File: config.mk
export PLATFORM = sky130hd
export DESIGN_NAME = core_bus_arbiter
export DESIGN_NICKNAME = d
export VERILOG_FILES = /design/src/rtl/core_bus_arbiter_pkg.sv /design/src/rtl/core_arb_watchdog.sv /design/src/rtl/core_bus_arbiter.sv
export SDC_FILE = /design/constraint.sdc
export NUM_CORES = 1
export LEC_CHECK = 0
export BUFFER_PORTS_ARGS = -buffer_cell sky130_fd_sc_hd__clkbuf_2
export CAP_MARGIN = 5
export CORE_AREA = 2 2 112 114
export DETAILED_ROUTE_END_ITERATION = 7
export DIE_AREA = 0 0 114 116
export PLACE_DENSITY = 0.57
export SYNTH_ARGS = -nofsm -noshare
export SYNTH_HDL_FRONTEND = slang
export SYNTH_HIERARCHICAL = 1
export SYNTH_SLANG_ARGS = --single-unit
File: constraint.sdc
create_clock -name clk -period 3.9 [get_ports clk]
set_input_delay 0.975 -clock clk [delete_from_list [all_inputs] [get_ports clk]]
set_output_delay 0.975 -clock clk [all_outputs]
set_load 0.005 [all_outputs]
File: src/rtl/core_bus_arbiter_pkg.sv
// Shared i2d core bus types and arbiter state encoding.
package i2d_core_defines;

  localparam int ADDR_W = 32;
  localparam int DATA_W = 32;
  localparam int ARB_TIMEOUT_DEFAULT = 255;

  typedef logic [ADDR_W-1:0] addr_t;
  typedef logic [DATA_W-1:0] data_t;
  typedef logic [3:0]        wb_sel_t;

  typedef enum logic [1:0] {
    ARB_IDLE,
    ARB_GNT_IF,
    ARB_GNT_DM
  } arb_state_t;

endpackage

File: src/rtl/core_arb_watchdog.sv
// Saturating no-response counter; fire flags a stalled strobe at TIMEOUT cycles.
module core_arb_watchdog #(
  parameter int TIMEOUT = 255
) (
  input  logic clk,
  input  logic rst,
  input  logic clr,
  input  logic run,
  output logic fire
);

  localparam int CW = (TIMEOUT > 0) ? $clog2(TIMEOUT + 1) : 1;
  localparam logic [CW-1:0] LIMIT = CW'(TIMEOUT);

  logic [CW-1:0] count;

  // Saturates at LIMIT so a held strobe can never wrap back to a quiet count.
  always_ff @(posedge clk or negedge rst) begin
    if (!rst) begin
      count <= '0;
    end else if (clr) begin
      count <= '0;
    end else if (run && (count != LIMIT)) begin
      count <= count + CW'(1);
    end
  end

  assign fire = (TIMEOUT != 0) && run && (count == LIMIT);

endmodule

File: src/rtl/core_bus_arbiter.sv
// Two-master Wishbone arbiter: DM has priority, IF yields at its next completed beat.
module core_bus_arbiter
  import i2d_core_defines::*;
#(
  parameter int AW      = 32,
  parameter int DW      = 32,
  parameter int TIMEOUT = ARB_TIMEOUT_DEFAULT
) (
  input  logic          clk,
  input  logic          rst,
  input  logic          if_cyc,
  input  logic          if_stb,
  input  logic          if_we,
  input  logic [3:0]    if_sel,
  input  logic [AW-1:0] if_adr,
  input  logic [DW-1:0] if_dat_mo,
  output logic          if_ack,
  output logic          if_err,
  input  logic          dm_cyc,
  input  logic          dm_stb,
  input  logic          dm_we,
  input  logic [3:0]    dm_sel,
  input  logic [AW-1:0] dm_adr,
  input  logic [DW-1:0] dm_dat_mo,
  output logic          dm_ack,
  output logic          dm_err,
  output logic          s_cyc,
  output logic          s_stb,
  output logic          s_we,
  output logic [3:0]    s_sel,
  output logic [AW-1:0] s_adr,
  output logic [DW-1:0] s_dat_mo,
  input  logic          s_ack,
  input  logic          s_err,
  input  logic [DW-1:0] s_dat_so,
  output logic [DW-1:0] rd_dat,
  output logic [1:0]    grant,
  output logic          arb_timeout
);

  // Handshake: a beat is offered while s_cyc & s_stb are high and completes on
  // the cycle s_ack or s_err (or a watchdog timeout) is seen; one beat in flight.

  arb_state_t state, state_nxt;
  logic       resp, wd_fire, timeout, done, wd_clr, wd_run;

  assign resp    = s_ack | s_err;
  assign timeout = wd_fire & ~resp;
  assign done    = resp | timeout;

  always_comb begin
    state_nxt = state;
    case (state)
      ARB_IDLE: begin
        if (dm_cyc)      state_nxt = ARB_GNT_DM;
        else if (if_cyc) state_nxt = ARB_GNT_IF;
      end
      ARB_GNT_IF: begin
        if (!if_cyc)             state_nxt = dm_cyc ? ARB_GNT_DM : ARB_IDLE;
        else if (dm_cyc && done) state_nxt = ARB_GNT_DM;
      end
      ARB_GNT_DM: begin
        if (!dm_cyc) state_nxt = if_cyc ? ARB_GNT_IF : ARB_IDLE;
      end
      default: state_nxt = ARB_IDLE;
    endcase
  end

  always_ff @(posedge clk or negedge rst) begin
    if (!rst) state <= ARB_IDLE;
    else      state <= state_nxt;
  end

  assign grant = {state == ARB_GNT_DM, state == ARB_GNT_IF};

  always_comb begin
    s_cyc    = 1'b0;
    s_stb    = 1'b0;
    s_we     = 1'b0;
    s_sel    = '0;
    s_adr    = '0;
    s_dat_mo = '0;
    if_ack   = 1'b0;
    if_err   = 1'b0;
    dm_ack   = 1'b0;
    dm_err   = 1'b0;
    case (state)
      ARB_GNT_IF: begin
        s_cyc    = if_cyc;
        s_stb    = if_stb;
        s_we     = if_we;
        s_sel    = if_sel;
        s_adr    = if_adr;
        s_dat_mo = if_dat_mo;
        if_ack   = s_ack;
        if_err   = s_err | timeout;
      end
      ARB_GNT_DM: begin
        s_cyc    = dm_cyc;
        s_stb    = dm_stb;
        s_we     = dm_we;
        s_sel    = dm_sel;
        s_adr    = dm_adr;
        s_dat_mo = dm_dat_mo;
        dm_ack   = s_ack;
        dm_err   = s_err | timeout;
      end
      default: ;
    endcase
  end

  assign rd_dat      = s_dat_so;
  assign arb_timeout = timeout;

  // A forced timeout counts as a completed beat so a held strobe rearms the count.
  assign wd_run = (state != ARB_IDLE) && s_stb;
  assign wd_clr = (state_nxt != state) || done || !s_stb;

  core_arb_watchdog #(.TIMEOUT(TIMEOUT)) u_watchdog (
    .clk  (clk),
    .rst  (rst),
    .clr  (wd_clr),
    .run  (wd_run),
    .fire (wd_fire)
  );

endmodule

== Word-level counts from Yosys, hierarchy flattened ==
Index checks and enable logic that the tools add are counted.

* $add $sub $neg: 1
* Eq/ne operators: 5
* Multiplexer cells: 20
* Bitwise operators: 5
* Reduce and logical (&&, ||, !) cells: 10

{| class="wikitable"
|+ Operators with widths
! operator !! count
|-
| 32-bit case mux with 2 select lines || 2
|-
| 8-bit two-way mux || 2
|-
| 2-bit two-way mux || 6
|-
| 8-bit by 1-bit adder with 8-bit output, second input constant || 1
|-
| 8-bit == test, second input constant || 1
|-
| 8-bit != test, second input constant || 1
|-
| 4-bit case mux with 2 select lines || 1
|-
| 1-bit case mux with 2 select lines || 3
|-
| 2-bit case mux with 3 select lines || 1
|-
| 1-bit two-way mux || 5
|-
| 1-bit logical AND || 4
|-
| 2-bit nonzero test || 2
|-
| 1-bit bitwise OR || 3
|-
| 2-bit by 1-bit == test with 1-bit output, second input constant || 1
|-
| 2-bit == test, second input constant || 1
|-
| 2-bit zero test || 1
|-
| 1-bit logical OR || 2
|-
| 2-bit != test || 1
|-
| 1-bit AND || 1
|-
| 1-bit zero test || 1
|-
| 1-bit NOT || 1
|}

* Register bits after elaboration: 10
* Logic and storage cells: 43

== Longest topological paths before layout ==
* Word-level depth: 14
* Mapped depth: 16

== Hierarchy ==
The synthesis kept the hierarchy.

{| class="wikitable"
|+ By module, submodules not included
! module !! instances !! cells each !! area an instance (µm²) !! sequential area each (µm²)
|-
| core_bus_arbiter || 1 || 227 || 1569.0 || 50.0
|-
| core_arb_watchdog || 1 || 47 || 508.0 || 200.2
|}

== Worst setup path before layout ==
OpenSTA, ideal clock, no wires.

* Path type: input-to-reg
* Start: in dm_stb
* End: reg u_watchdog.count[0]
* Setup time: 0.125 ns
* Arrival: 3.121 ns
* Setup slack: 0.654 ns
* Cell stages on the path: 13
* Buffers on the path: 1
* Cell sequence: a22o_1 > nand2_1 > nor2_1 > nand3_1 > nor2_1 > or4b_1 > a221oi_2 > o32ai_1 > xnor2_1 > o211ai_1 > dlymetal6s2s_1 > nor2b_1 > mux2_4

* Longest elaborated chain between the ends: 13
* Elaborated cells between the ends (all ways): 16
* Those cells by class: 1 x eq/ne; 5 x mux; 2 x bitwise; 8 x reduce/logical

{| class="wikitable"
|+ RTL lines
! what !! line !! RTL
|-
| start: declaration || core_bus_arbiter.sv:20 || <nowiki>input logic dm_stb,</nowiki>
|-
| 1-bit case mux with 2 select lines (*) || core_bus_arbiter.sv:87 || <nowiki>case (state)</nowiki>
|-
| 1-bit logical AND (*) || core_bus_arbiter.sv:116 || <nowiki>assign wd_run = (state != ARB_IDLE) && s_stb;</nowiki>
|-
| net wd_run || core_bus_arbiter.sv:45 || <nowiki>logic resp, wd_fire, timeout, done, wd_clr, wd_run;</nowiki>
|-
| 1-bit logical AND (*) || core_arb_watchdog.sv:28 || <nowiki>assign fire = (TIMEOUT != 0) && run && (count == LIMIT);</nowiki>
|-
| net wd_fire || core_bus_arbiter.sv:45 ||
|-
| 1-bit AND (*) || core_bus_arbiter.sv:48 || <nowiki>assign timeout = wd_fire & ~resp;</nowiki>
|-
| 1-bit bitwise OR (*) || core_bus_arbiter.sv:49 || <nowiki>assign done = resp | timeout;</nowiki>
|-
| 1-bit logical AND (*) || core_bus_arbiter.sv:60 || <nowiki>else if (dm_cyc && done) state_nxt = ARB_GNT_DM;</nowiki>
|-
| 2-bit two-way mux (*) || core_bus_arbiter.sv:60 ||
|-
| 2-bit two-way mux (*) || core_bus_arbiter.sv:59 || <nowiki>if (!if_cyc) state_nxt = dm_cyc ? ARB_GNT_DM : ARB_IDLE;</nowiki>
|-
| 2-bit case mux with 3 select lines (*) || core_bus_arbiter.sv:53 || <nowiki>case (state)</nowiki>
|-
| net state_nxt[1] || core_bus_arbiter.sv:44 || <nowiki>arb_state_t state, state_nxt;</nowiki>
|-
| 2-bit != test (*) || core_bus_arbiter.sv:117 || <nowiki>assign wd_clr = (state_nxt != state) || done || !s_stb;</nowiki>
|-
| 1-bit logical OR (*) (2 in series) || core_bus_arbiter.sv:117 ||
|-
| net wd_clr || core_bus_arbiter.sv:45 ||
|-
| 8-bit two-way mux or 2-bit nonzero test (tied branches) || n/a ||
|-
| end signal: assignment || core_arb_watchdog.sv:24 || <nowiki>count <= count + CW'(1);</nowiki>
|-
| end: declaration || core_arb_watchdog.sv:15 || <nowiki>logic [CW-1:0] count;</nowiki>
|}

Mark *: on every way through the listed nets, which the timed path passes. The rest lies on a longest branch.
A chain may end at the register's enable or synchronous reset.

== Worst setup path in the final report ==
* Start: reg state[0]
* End: out s_dat_mo[7]

* Longest elaborated chain between the ends: 2
* Elaborated cells between the ends (all ways): 3
* Those cells by class: 2 x eq/ne; 1 x mux

{| class="wikitable"
|+ RTL lines
! what !! line !! RTL
|-
| start: declaration || core_bus_arbiter.sv:44 ||
|-
| start signal: assignment || core_bus_arbiter.sv:71 || <nowiki>else state <= state_nxt;</nowiki>
|-
| 2-bit == test or 2-bit by 1-bit == test with 1-bit output (tied branches) || core_bus_arbiter.sv:87 ||
|-
| 32-bit case mux with 2 select lines (*) || core_bus_arbiter.sv:87 ||
|-
| end: declaration || core_bus_arbiter.sv:32 || <nowiki>output logic [DW-1:0] s_dat_mo,</nowiki>
|}

Mark *: on every way between the ends. The rest lies on a longest branch, timed or not.

==> flow_summary.yaml <==
pwr:
  p_total_mw: 1.848
  internal_power_mw: 0.9796
  p_leak_nw: 1.539
  peakVddDrop_mv: 0.3862
  p_sw_share_pct: 47.00
  switching_power_mw: 0.8686
  pwr-share-comb_pct: 83.2
  seqPwrFrac_pct: 7.1
  p_clk_share_pct: 9.7
  p_per_area_mw_per_mm2: 590.9
synth:
  synth-compound-area-share_pct: 34.40
  synth_ff_type: "dfrtp_1"
  synth_edf_count: 0
  syn_nets: 457
  synthAdderAreaFrac_pct: 3.012
  synth_top_cell_area_share_pct: 25.30
  synth-simple-area-share_pct: 29.76
  postSynthCellCount: 274
  yosys.cell_types.count: 42
  synth_area_per_cell_um2: 7.580
  synth_xor_area_share_pct: 0.4217
  ys_async_sr_fraction_pct: 100.0
  synth_top_family_by_area: "compound AO/OA/AOI/OAI gates"
  ys_top_cells_by_area: "a22oi_1 (25%), nor2b_1 (22%), dfrtp_1 (12%)"
  syn_area_mm2: 0.002077
  ys_ff_latch: 10
  ys_seq_area_share_pct: 12.05
  synthMuxAreaShare_pct: 2.410
  synth_area_leader_cell: "a22oi_1"
  yosysWarnings: 6
clock_network:
  cts_hold_buf: 0
  postCtsSetupBuffers: 0
  cts_buffer_depth: 2
  cts_tree: "done"
  numCtsBuffers: 3
  cts-root-buf: "clkbuf_16"
  cts-resized-gates: 0
  clk_pin_slew_worst_paths_ns: 0.04
  clock_sinks: 10
  clock_latency_ns: 0.23
  htreeDepth: 1
worst_setup_path:
  cp_slowest_cell: "buf_4"
  setup.worst_path.start_class: "flip-flop"
  end_kind: "output port"
  worst_ep_arrival_time_ns: 2.29
  crit_required_ns: 2.92
  slowest_delay_ns: 0.57
  cp_max_fo: 76
  crit_type: "flip-flop to output port"
  critical_path.cell_chain: "inv_1 -> ha_2 -> buf_4 -> a22oi_1 -> nor2b_1 -> clkbuf_2"
sta:
  fin_crit_sh_pct: 83.64
  finClkSkew_ns: 0.0008455
  max_freq_ghz: 0.3066
  timing_hold_violations_final: 0
  period_needed_ns: 3.262
  slew_violations: 0
  setup_tns_ns: 0
  tightest_slew_ns: 0.8041
  rsz0062_at_grt: "false"
  maxSlewHeadroom_pct: 46.16
  finalSetupViolCount: 0
floorplan:
  start_util_pct: 17.44
  die_h_um: 116
  dieArea_mm2: 0.01322
  num_rows: 40
  io_pins: 288
  coreArea_mm2: 0.01191
  die-width_um: 114
place:
  place_inst: 590
  finalWeightedCongestion: 0.7734
  port_buffers: 223
  dp_hpwl_mm: 7.410
cells_and_area:
  area_growth_pct: 50.60
  fill_cells: 1352
  nets: 631
  final_cell_mix: "clkbuf_2 (223), nor2b_1 (74), a22oi_1 (70)"
  diodes: 0
  layoutNonFillerInstCount: 593
  final_common_cell: "clkbuf_2"
  final_core_util_pct: 26.26
  drive_gt1_share_pct: 53.59
global_route:
  antenna_found_initial: 0
  grt_max_degree: 77
  overflow: 0
  grt_first_pass_wirelength_mm: 12.42
  track_usage_pct: 11.54
  grt_pass1_vias: 2356
routing:
  drcViolationCount: 0
  drt_iter0_drc: 189
  vias_per_cell: 4.616
  routed_wl_mm: 9.010
  drt_pass1_iterations: 4
  num_vias: 2737
  post_drt_wl_per_cell_um: 15.19
  ant_nets: 0
job:
  maxCapViolCount: 0
hold_path:
  hold_path_class: "flip-flop to flip-flop"
run_status:
  status: "finished clean"
-- metal layers --
metal	up-vias	wire [um]	GRT usage (%)
li1	1314	-	-
met1	1284	3505	14.49
met2	131	4740	20.44
met3	8	654	2.615
met4	0	109	2.114
met5	-	0	0
-- critical path, delay by kind of cell, from the launching register on --
| kind | cells | cell delay [ns] |
|---|---|---|
| fa+ha+maj | 1 | 0.20 |
| flops | 1 | 0.42 |
| buf+inv | 3 | 0.89 |
| compound gates | 1 | 0.20 |
| simple gates | 1 | 0.25 |
-- kinds of logic after synthesis --
| logic type | Yosys count |
|---|---|
| AOI/OAI and AO/OA | 92 |
| DFF | 10 |
| adders and majority gates | 5 |
| muxes | 4 |
| xor gates and xnor gates | 1 |
| buffers and inverters | 61 |
| and+or+nand+nor | 101 |
-- power by group through the flow --
stage	Combinational, mW	Clock, mW	Sequential [mW]
floorplan	1.02	0	0.128
global placement	1.53	0	0.132
detailed placement	1.56	0	0.133
CTS	1.57	0.184	0.131
global route	1.71	0.188	0.133
finish	1.54	0.180	0.131
-- registers in the layout, indices dropped and copies added, names as in the netlist --
| register | cells |
|---|---|
| u_watchdog/count | 8 |
| state | 2 |
-- stage by stage --
| step | area [um2] | hold slack [ns] | setup WS (ns) |
|---|---|---|---|
| finish | 3128 | 0.5339 | 0.6379 |
| detailed placement | 3053 | 0.5272 | 0.3886 |
| global placement | 3053 | 0.5211 | 0.4879 |
| global route | 3128 | 0.5541 | 0.4580 |
| CTS | 3128 | 0.5379 | 0.6367 |
| floorplan | 2077 | 0.4835 | 0.6535 |
-- path summary, 6_finish.rpt --
check,start,endpoint,slack [ns],cells past startpoint
min reg2reg,u_watchdog/count[5],u_watchdog/count[5],0.53,1
max,state[0],s_dat_mo[7],0.64,6
max reg2reg,state[0],u_watchdog/count[0],0.74,14
max in group asynchronous,rst,u_watchdog/count[1],3.09,1
min,u_watchdog/count[5],u_watchdog/count[5],0.53,1
min in group asynchronous,rst,u_watchdog/count[6],0.60,1
-- Yosys cell counts, types with 3 or more instances --
library cell  count
a211oi_1          3
a21oi_1           3
a22oi_1          70
buf_1             3
buf_4            32
clkbuf_1         20
dfrtp_1          10
ha_1              5
inv_1             3
nand2_1           4
nand2b_1          3
nor2_1            5
nor2b_1          74
-- layout make-up --
type	instances	area, um2	share of cell area (%)
multi-input combinational	203	1461	46.72
timing repair buffer	227	1146	36.64
sequential	10	250.2	8.000
tap	147	183.9	5.880
clock buffer	3	75.07	2.400
inverter	3	11.26	0.3600
No activity file was read; power rests on OpenSTA's default activity.
